`config.mk`:
```
export PLATFORM = sky130hd
export DESIGN_NAME = mc_control_fsm
export DESIGN_NICKNAME = d
export VERILOG_FILES = /design/src/rtl/mc_ctrl_pkg.sv /design/src/rtl/mc_instr_decoder.sv /design/src/rtl/mc_control_fsm.sv
export SDC_FILE = /design/constraint.sdc
export NUM_CORES = 1
export LEC_CHECK = 0
export ABC_AREA = 1
export BUFFER_PORTS_ARGS = -buffer_cell sky130_fd_sc_hd__buf_4
export CORE_AREA = 2 2 39 41
export DETAILED_ROUTE_END_ITERATION = 7
export DIE_AREA = 0 0 41 43
export PLACE_DENSITY_LB_ADDON = 0.15
export SLEW_MARGIN = 0
export SYNTH_ARGS = -nofsm -noshare
export SYNTH_HDL_FRONTEND = slang
export SYNTH_SLANG_ARGS = --single-unit
```
`constraint.sdc`:
```
create_clock -name clk -period 2.5 [get_ports clk]
set_input_delay 0.375 -clock clk [delete_from_list [all_inputs] [get_ports clk]]
set_output_delay 0.375 -clock clk [all_outputs]
set_load 0.005 [all_outputs]
```
`src/rtl/mc_ctrl_pkg.sv`:
```
// Shared definitions for the RV32I multicycle main controller and its datapath:
// state codes, opcodes, instruction classes and datapath select encodings.
package mc_ctrl_pkg;

  localparam int unsigned STATE_W  = 4;
  localparam int unsigned OPCODE_W = 7;

  // Controller states
  localparam logic [STATE_W-1:0] S_FETCH    = 4'd0;
  localparam logic [STATE_W-1:0] S_DECODE   = 4'd1;
  localparam logic [STATE_W-1:0] S_MEMADR   = 4'd2;
  localparam logic [STATE_W-1:0] S_MEMREAD  = 4'd3;
  localparam logic [STATE_W-1:0] S_MEMWB    = 4'd4;
  localparam logic [STATE_W-1:0] S_MEMWRITE = 4'd5;
  localparam logic [STATE_W-1:0] S_EXECUTER = 4'd6;
  localparam logic [STATE_W-1:0] S_EXECUTEI = 4'd7;
  localparam logic [STATE_W-1:0] S_ALUWB    = 4'd8;
  localparam logic [STATE_W-1:0] S_BEQ      = 4'd9;
  localparam logic [STATE_W-1:0] S_JAL      = 4'd10;
  localparam logic [STATE_W-1:0] S_ILLEGAL  = 4'd11;

  // Opcodes
  localparam logic [OPCODE_W-1:0] OP_LOAD   = 7'b0000011;
  localparam logic [OPCODE_W-1:0] OP_STORE  = 7'b0100011;
  localparam logic [OPCODE_W-1:0] OP_RTYPE  = 7'b0110011;
  localparam logic [OPCODE_W-1:0] OP_ITYPE  = 7'b0010011;
  localparam logic [OPCODE_W-1:0] OP_BRANCH = 7'b1100011;
  localparam logic [OPCODE_W-1:0] OP_JAL    = 7'b1101111;

  // Datapath select encodings
  localparam logic [1:0] RES_ALUOUT  = 2'b00;
  localparam logic [1:0] RES_MEMDATA = 2'b01;
  localparam logic [1:0] RES_ALURES  = 2'b10;

  localparam logic [1:0] SRCA_PC    = 2'b00;
  localparam logic [1:0] SRCA_OLDPC = 2'b01;
  localparam logic [1:0] SRCA_RS1   = 2'b10;

  localparam logic [1:0] SRCB_RS2  = 2'b00;
  localparam logic [1:0] SRCB_IMM  = 2'b01;
  localparam logic [1:0] SRCB_FOUR = 2'b10;

  localparam logic [1:0] ALUOP_ADD   = 2'b00;
  localparam logic [1:0] ALUOP_SUB   = 2'b01;
  localparam logic [1:0] ALUOP_FUNCT = 2'b10;

  localparam logic [1:0] IMM_I = 2'd0;
  localparam logic [1:0] IMM_S = 2'd1;
  localparam logic [1:0] IMM_B = 2'd2;
  localparam logic [1:0] IMM_J = 2'd3;

  // Instruction class produced by the decoder
  typedef enum logic [2:0] {
    CLS_NONE   = 3'd0,
    CLS_LOAD   = 3'd1,
    CLS_STORE  = 3'd2,
    CLS_RTYPE  = 3'd3,
    CLS_ITYPE  = 3'd4,
    CLS_BRANCH = 3'd5,
    CLS_JAL    = 3'd6
  } instr_cls_e;

endpackage

```
`src/rtl/mc_instr_decoder.sv`:
```
// Combinational opcode decoder: instruction class for the FSM and the
// immediate format select for the sign-extend unit.
//   opcode       in  7  instr[6:0]
//   cls          out    instruction class
//   imm_ext_cont out 2  immediate format (I/S/B/J)
module mc_instr_decoder
  import mc_ctrl_pkg::*;
(
  input  logic [6:0] opcode,
  output instr_cls_e cls,
  output logic [1:0] imm_ext_cont
);

  always_comb begin
    cls          = CLS_NONE;
    imm_ext_cont = IMM_I;
    case (opcode)
      OP_LOAD:   begin cls = CLS_LOAD;   imm_ext_cont = IMM_I; end
      OP_STORE:  begin cls = CLS_STORE;  imm_ext_cont = IMM_S; end
      OP_RTYPE:  begin cls = CLS_RTYPE;  imm_ext_cont = IMM_I; end
      OP_ITYPE:  begin cls = CLS_ITYPE;  imm_ext_cont = IMM_I; end
      OP_BRANCH: begin cls = CLS_BRANCH; imm_ext_cont = IMM_B; end
      OP_JAL:    begin cls = CLS_JAL;    imm_ext_cont = IMM_J; end
      default:   begin cls = CLS_NONE;   imm_ext_cont = IMM_I; end
    endcase
  end

endmodule

```
`src/rtl/mc_control_fsm.sv`:
```
// Multicycle main controller for the RV32I core. Sequences the shared ALU,
// unified memory port and sign-extend unit; memory states stall on mem_ready.
// Optional feature macro: MC_CTRL_ILLEGAL_TRAP_EN (trap unknown opcodes in
// an ILLEGAL state and expose illegal_instr).
//   clk, rst        clock, synchronous active-high reset
//   opcode          instr[6:0] from IR
//   funct3_0        instr[12] (0 = beq, 1 = bne)
//   zero            ALU zero flag
//   mem_ready       memory completes access this cycle
//   pc_write, adr_src, mem_write, ir_write, result_src, alu_src_a,
//   alu_src_b, alu_op, reg_write  datapath controls (combinational)
//   imm_ext_cont    immediate format select
//   state_o         current state for debug/trace
//   illegal_instr   high in ILLEGAL (only with MC_CTRL_ILLEGAL_TRAP_EN)
module mc_control_fsm
  import mc_ctrl_pkg::*;
(
  input  logic       clk,
  input  logic       rst,
  input  logic [6:0] opcode,
  input  logic       funct3_0,
  input  logic       zero,
  input  logic       mem_ready,
  output logic       pc_write,
  output logic       adr_src,
  output logic       mem_write,
  output logic       ir_write,
  output logic [1:0] result_src,
  output logic [1:0] alu_src_a,
  output logic [1:0] alu_src_b,
  output logic [1:0] alu_op,
  output logic       reg_write,
  output logic [1:0] imm_ext_cont,
  output logic [3:0] state_o
`ifdef MC_CTRL_ILLEGAL_TRAP_EN
  ,
  output logic       illegal_instr
`endif
);

  logic [STATE_W-1:0] state_q, state_d;
  instr_cls_e         cls;
  logic [1:0]         imm_dec;

  mc_instr_decoder u_dec (
    .opcode       (opcode),
    .cls          (cls),
    .imm_ext_cont (imm_dec)
  );

  // State register
  always_ff @(posedge clk) begin
    if (rst) state_q <= S_FETCH;
    else     state_q <= state_d;
  end

  // Next state and datapath controls
  always_comb begin
    state_d    = state_q;
    pc_write   = 1'b0;
    adr_src    = 1'b0;
    mem_write  = 1'b0;
    ir_write   = 1'b0;
    result_src = RES_ALUOUT;
    alu_src_a  = SRCA_PC;
    alu_src_b  = SRCB_RS2;
    alu_op     = ALUOP_ADD;
    reg_write  = 1'b0;
`ifdef MC_CTRL_ILLEGAL_TRAP_EN
    illegal_instr = 1'b0;
`endif

    case (state_q)
      S_FETCH: begin
        adr_src    = 1'b0;
        alu_src_a  = SRCA_PC;
        alu_src_b  = SRCB_FOUR;
        alu_op     = ALUOP_ADD;
        result_src = RES_ALURES;
        ir_write   = mem_ready;
        pc_write   = mem_ready;
        if (mem_ready) state_d = S_DECODE;
      end
      S_DECODE: begin
        // OldPC + imm: branch target parked in ALUOut
        alu_src_a = SRCA_OLDPC;
        alu_src_b = SRCB_IMM;
        alu_op    = ALUOP_ADD;
        case (cls)
          CLS_LOAD, CLS_STORE: state_d = S_MEMADR;
          CLS_RTYPE:           state_d = S_EXECUTER;
          CLS_ITYPE:           state_d = S_EXECUTEI;
          CLS_BRANCH:          state_d = S_BEQ;
          CLS_JAL:             state_d = S_JAL;
`ifdef MC_CTRL_ILLEGAL_TRAP_EN
          default:             state_d = S_ILLEGAL;
`else
          default:             state_d = S_FETCH;
`endif
        endcase
      end
      S_MEMADR: begin
        alu_src_a = SRCA_RS1;
        alu_src_b = SRCB_IMM;
        alu_op    = ALUOP_ADD;
        // IR is stable for the whole instruction, so the class is still valid
        state_d   = (cls == CLS_STORE) ? S_MEMWRITE : S_MEMREAD;
      end
      S_MEMREAD: begin
        adr_src    = 1'b1;
        result_src = RES_ALUOUT;
        if (mem_ready) state_d = S_MEMWB;
      end
      S_MEMWB: begin
        result_src = RES_MEMDATA;
        reg_write  = 1'b1;
        state_d    = S_FETCH;
      end
      S_MEMWRITE: begin
        adr_src    = 1'b1;
        result_src = RES_ALUOUT;
        mem_write  = 1'b1;
        if (mem_ready) state_d = S_FETCH;
      end
      S_EXECUTER: begin
        alu_src_a = SRCA_RS1;
        alu_src_b = SRCB_RS2;
        alu_op    = ALUOP_FUNCT;
        state_d   = S_ALUWB;
      end
      S_EXECUTEI: begin
        alu_src_a = SRCA_RS1;
        alu_src_b = SRCB_IMM;
        alu_op    = ALUOP_FUNCT;
        state_d   = S_ALUWB;
      end
      S_ALUWB: begin
        result_src = RES_ALUOUT;
        reg_write  = 1'b1;
        state_d    = S_FETCH;
      end
      S_BEQ: begin
        alu_src_a  = SRCA_RS1;
        alu_src_b  = SRCB_RS2;
        alu_op     = ALUOP_SUB;
        result_src = RES_ALUOUT;
        // funct3[0] inverts the condition for bne
        pc_write   = zero ^ funct3_0;
        state_d    = S_FETCH;
      end
      S_JAL: begin
        alu_src_a  = SRCA_OLDPC;
        alu_src_b  = SRCB_FOUR;
        alu_op     = ALUOP_ADD;
        result_src = RES_ALUOUT;
        pc_write   = 1'b1;
        state_d    = S_ALUWB;
      end
`ifdef MC_CTRL_ILLEGAL_TRAP_EN
      S_ILLEGAL: begin
        illegal_instr = 1'b1;
        state_d       = S_ILLEGAL;
      end
`endif
      default: state_d = S_FETCH;
    endcase

    // Reset masks every output so nothing reaches the datapath mid-abort
    if (rst) begin
      pc_write   = 1'b0;
      adr_src    = 1'b0;
      mem_write  = 1'b0;
      ir_write   = 1'b0;
      result_src = 2'b00;
      alu_src_a  = 2'b00;
      alu_src_b  = 2'b00;
      alu_op     = 2'b00;
      reg_write  = 1'b0;
`ifdef MC_CTRL_ILLEGAL_TRAP_EN
      illegal_instr = 1'b0;
`endif
    end
  end

  assign imm_ext_cont = rst ? 2'b00 : imm_dec;
  assign state_o      = rst ? 4'd0  : state_q;

endmodule

```
# After elaboration in Yosys (flattened, before gate mapping)
# Index checks and enable logic that the tools add are counted.
[word_totals] ff_bits=4 latchBits=0 ramBits=0 romBits=0 input_bits=12 wordCells=66 mem_count=0
[op_classes] n_addsub=0 n_mul=0 div_mod_pow=0 magnitude_cmp=0 eq_ne=25 n_shift=0 muxes=28 n_bitwise=1 n_reduce_logical=11
[op_table] operator="case mux 4 bit (6 select lines)" count=1
[op_table] operator="case mux 4 bit (5 select lines)" count=1
[op_table] operator="case mux 3 bit (6 select lines)" count=1
[op_table] operator="equality test 4 x 3 -> 1 bit (second input constant)" count=4
[op_table] operator="2-to-1 mux 4 bit" count=4
[op_table] operator="case mux 2 bit (2 select lines)" count=4
[op_table] operator="equality test 7 x 6 -> 1 bit (second input constant)" count=2
[op_table] operator="equality test 7 bit (second input constant)" count=2
[op_table] operator="equality test 4 bit (second input constant)" count=3
[op_table] operator="OR reduction 2 bit" count=6
[op_table] operator="2-to-1 mux 2 bit" count=5
[op_table] operator="equality test 3 bit (second input constant)" count=3
[op_table] operator="2-to-1 mux 1 bit" count=9
[op_table] operator="equality test 4 x 2 -> 1 bit (second input constant)" count=2
[op_table] operator="equality test 7 x 2 -> 1 bit (second input constant)" count=1
[op_table] operator="equality test 7 x 5 -> 1 bit (second input constant)" count=1
[op_table] operator="equality test 3 x 2 -> 1 bit (second input constant)" count=2
[op_table] operator="inequality test 2 bit (second input constant)" count=3
[op_table] operator="case mux 2 bit (3 select lines)" count=1
[op_table] operator="OR reduction 3 bit" count=2
[op_table] operator="equality test 4 x 1 -> 1 bit (second input constant)" count=1
[op_table] operator="zero test 4 bit" count=1
[op_table] operator="OR reduction 4 bit" count=1
[op_table] operator="equality test 3 x 1 -> 1 bit (second input constant)" count=1
[op_table] operator="4 further kinds" count=4

# Depth between registers and ports, before layout
[depth] word_depth=6 depth_mapped=10 mapped_depth_nobuf=10

# Hierarchy
# From an unflattened synthesis, not the netlist that was laid out.
[unflattened] cells_unflattened=125 area_unflattened_um2=610.6
[by_module_without_submodules] mod="mc_control_fsm" n_inst=1 cells_each=94 area_each_um2=473.0
[by_module_without_submodules] mod="mc_instr_decoder" n_inst=1 cells_each=31 area_each_um2=137.6

# Least setup slack after synthesis
# OpenSTA, ideal clock, no wires.
[synth_path] path_type="input-to-output" from="input port rst" to="output port alu_op[0]" arrival_ns=0.944 setup_slack_ns=1.181 stages=3 cell_sequence="clkbuf_1 clkbuf_1 nor2_1"
[synth_between] elab_chain_cells=1
[synth_rtl] element="start, declared" line="mc_control_fsm.sv:19" source="input logic rst,"
[synth_rtl] element="2-to-1 mux 2 bit" line="mc_control_fsm.sv:169" source="if (rst) begin"
[synth_rtl] element="end, declared" line="mc_control_fsm.sv:31" source="output logic [1:0] alu_op,"
# No other way between the ends.

# Worst setup path after layout
[layout_path] from="register state_q[2]" to="output port pc_write"
[layout_between] elab_chain_cells=3
[layout_rtl] element="start, declared" line="mc_control_fsm.sv:41" source="logic [STATE_W-1:0] state_q, state_d;"
[layout_rtl] element="start signal, assigned" line="mc_control_fsm.sv:54" source="else state_q <= state_d;"
[layout_rtl] element="equality test 4 bit / zero test 4 bit (equally long branches)" line="mc_control_fsm.sv:73" source="case (state_q)"
[layout_rtl] element="case mux 1 bit (3 select lines) *" line="mc_control_fsm.sv:73"
[layout_rtl] element="2-to-1 mux 1 bit *" line="mc_control_fsm.sv:169"
[layout_rtl] element="end, declared" line="mc_control_fsm.sv:24" source="output logic pc_write,"
# Mark *: on every way between the ends. The rest lies on a longest branch, timed or not.

==> impl_metrics.toml <==
[run_status]
outcome = "finished clean"

[clock_network]
hold_buffers = 0
h-tree-depth = 1
clock_insertion_delay_worst_skew_ns = 0.24
clkTransAtPathRegs_ns = 0.04
cts_root_buffer = "clkbuf_4"
clockBufferDepth = 2
cts_resized = 0
cts_made_buffers = 3
post-cts-setup-buffers = 0
cts_sinks = 4
cts_tree = "built"

[drt]
vias = 743
drc = 0
drt-pass1-iter-count = 4
drt_wl_total_mm = 1.46
avgViaCountPerCell = 4.76
dr.first_iter.drc_count = 18
wl_per_cell_um = 9.35
antenna_left = 0

[logic_synthesis]
syn_avg_cell_area_sq_um = 5.27
synthSimpleGateAreaFrac_pct = 51.4
synth-compound-area-share_pct = 18.3
yosys_warnings = 0
syn_area_sq_um = 574
synth_nets = 121
syn_inst = 109
synth_seq_cells = 4
synth_top_family_by_area = "simple AND/OR/NAND/NOR gates"
synthAdderAreaFrac_pct = 0
yosysUniqueCellTypes = 21
synthXorXnorAreaFrac_pct = 1.53
synthMuxAreaShare_pct = 0
yosysSeqAreaShare_pct = 13.9

[timing]
finalSetupTns_ns = 0
fin_crit_ns = 1.77
finalHoldViolCount = 0
fmax_mhz = 566
drv_slew = 0
period_share_pct = 70.6
setup_viol = 0
finClkSkew_ns = 0.00367
tightest_slew_ns = 0.206
slew_headroom_pct = 86.2
rsz0062_at_grt = "no"

[place]
routabilityCongestion = 0.809
dp_hpwl_mm = 1.25
io_buffer_count = 30

[layout]
regMostFlops = "state_q"
areaGrowthSynthToFinish_pct = 45.3
final_common_cell = "nand2_1"
layout-drive-gt1-share_pct = 34.3
largestRegisters = "state_q (4)"
layout_common_cells = "nand2_1, buf_4, nor2_1, inv_1, a21oi_1"
insertedDiodeCount = 0
nets = 154
largest_reg_flops = 4

[setup_path]
timing.rr.start = "state_q[1]$_SDFFE_PP0P_"
crit_end = "pc_write"
r2r_end = "state_q[2]$_SDFFE_PP0P_"
cp-startpoint = "state_q[2]$_SDFFE_PP0P_"
arrival_ns = 1.39
startpoint_type = "flop"
r2r_slack_ns = 1.25
critPathMaxFanout = 4
end_kind = "output pin"
r2r.worst_path.cells = 6
cp.required_ns = 2.12
critical_path_class = "flop to output pin"

[pwr]
p_seq_share_pct = 27.9
p_clk_share_pct = 31.0
power_w = 0.000255
leakagePower_nw = 0.441
combPwrFrac_pct = 41.1
swShare_pct = 33.9
max-vdd-ir-drop_mv = 0.260
p_per_area_nw_per_um2 = 306
internal-power_w = 0.000169
p_switching_w = 0.0000864

[die]
fp-row-count = 14
io_pins = 31
coreArea_sq_um = 1380
die-area_sq_um = 1760
start_util_pct = 41.5
die_h_um = 43
die_x_um = 41

[global_routing]
grt_antenna_before_repair = 0
grt_max_degree = 17
grt_pass1_vias = 612
track_usage_pct = 17.8
grt.overflow.total = 0
grt_pass1_wl_mm = 2.21

[run]
cap_violations = 0

[min_path]
hold_path_class = "input port to flop"
==> critical path, cell delays in order, from the launching register on <==
cell and delay [ns]:
dfxtp_1 0.40, inv_1 0.08, nand2_1 0.13, nor2_1 0.06
inv_1 0.09, o21ai_1 0.06, o21ai_0 0.15, inv_1 0.05
buf_4 0.13
==> cell type report <==
type	instances	area (sq um)
sequential	4	80.1
multi-input combinational	83	409
timing repair buffer	30	225
inverter	20	77.6
clock buffer	3	22.5
fill	154	549
tap	16	20.0
==> cell families (layout without fill, tap and decap cells) <==
group | after synthesis | after routing
flops | 4 | 4
compound gates | 15 | 15
xor+xnor | 1 | 1
buf+inv | 22 | 53
simple gates | 67 | 67
==> stage by stage <==
stage	area (sq um)	std cells	util (%)	hold WS, ns	worst slack (ns)
after floorplan	574	109	-	0.532	1.18
after global placement	812	153	58.7	0.619	0.975
after detailed placement	812	153	58.7	0.621	0.952
after CTS	835	156	60.3	0.424	0.719
after global routing	835	156	60.3	0.434	0.630
final	835	156	60.3	0.426	0.734
==> how the worst min path moves through the flow <==
stage,cells after the start,to,from,slack (ns)
floorplan,3,state_q[0]$_SDFFE_PP0P_,mem_ready,0.53
global placement,4,state_q[0]$_SDFFE_PP0P_,state_q[0]$_SDFFE_PP0P_,0.62
detailed placement,4,state_q[0]$_SDFFE_PP0P_,state_q[0]$_SDFFE_PP0P_,0.62
CTS,4,state_q[0]$_SDFFE_PP0P_,mem_ready,0.42
global route,4,state_q[1]$_SDFFE_PP0P_,mem_ready,0.43
finish,4,state_q[0]$_SDFFE_PP0P_,mem_ready,0.43
==> synthesized netlist by cell type, drive strengths merged <==
cell,count,area share [%]
clkbuf,2,1.3
a21oi,7,6.1
nand2,31,20
o211ai,2,3.5
dfxtp,4,14
a31oi,2,4.8
nand3,6,6.1
xnor2,1,1.5
nor2,29,24
inv,20,14
o31ai,1,1.3
o21ai,3,2.6
nor3,1,0.87
==> power groups by stage <==
| stage | Combinational, W | Clock (W) | Sequential (W) |
|---|---|---|---|
| after floorplan | 0.0000610 | 0 | 0.0000716 |
| after global placement | 0.000104 | 0 | 0.0000722 |
| after detailed placement | 0.000105 | 0 | 0.0000723 |
| after CTS | 0.000105 | 0.0000820 | 0.0000713 |
| after global routing | 0.000116 | 0.0000856 | 0.0000718 |
| final | 0.000105 | 0.0000790 | 0.0000712 |
==> metal layers <==
metal / vias up / global-route usage [%] / part of all wire [%]
met5: - / 0 / 0
li1: 399 / - / -
met4: 0 / 2.00 / 0
met3: 0 / 6.28 / 6.8
met2: 22 / 31.6 / 52
met1: 322 / 19.6 / 41
Power figures use the tool's default switching activity.
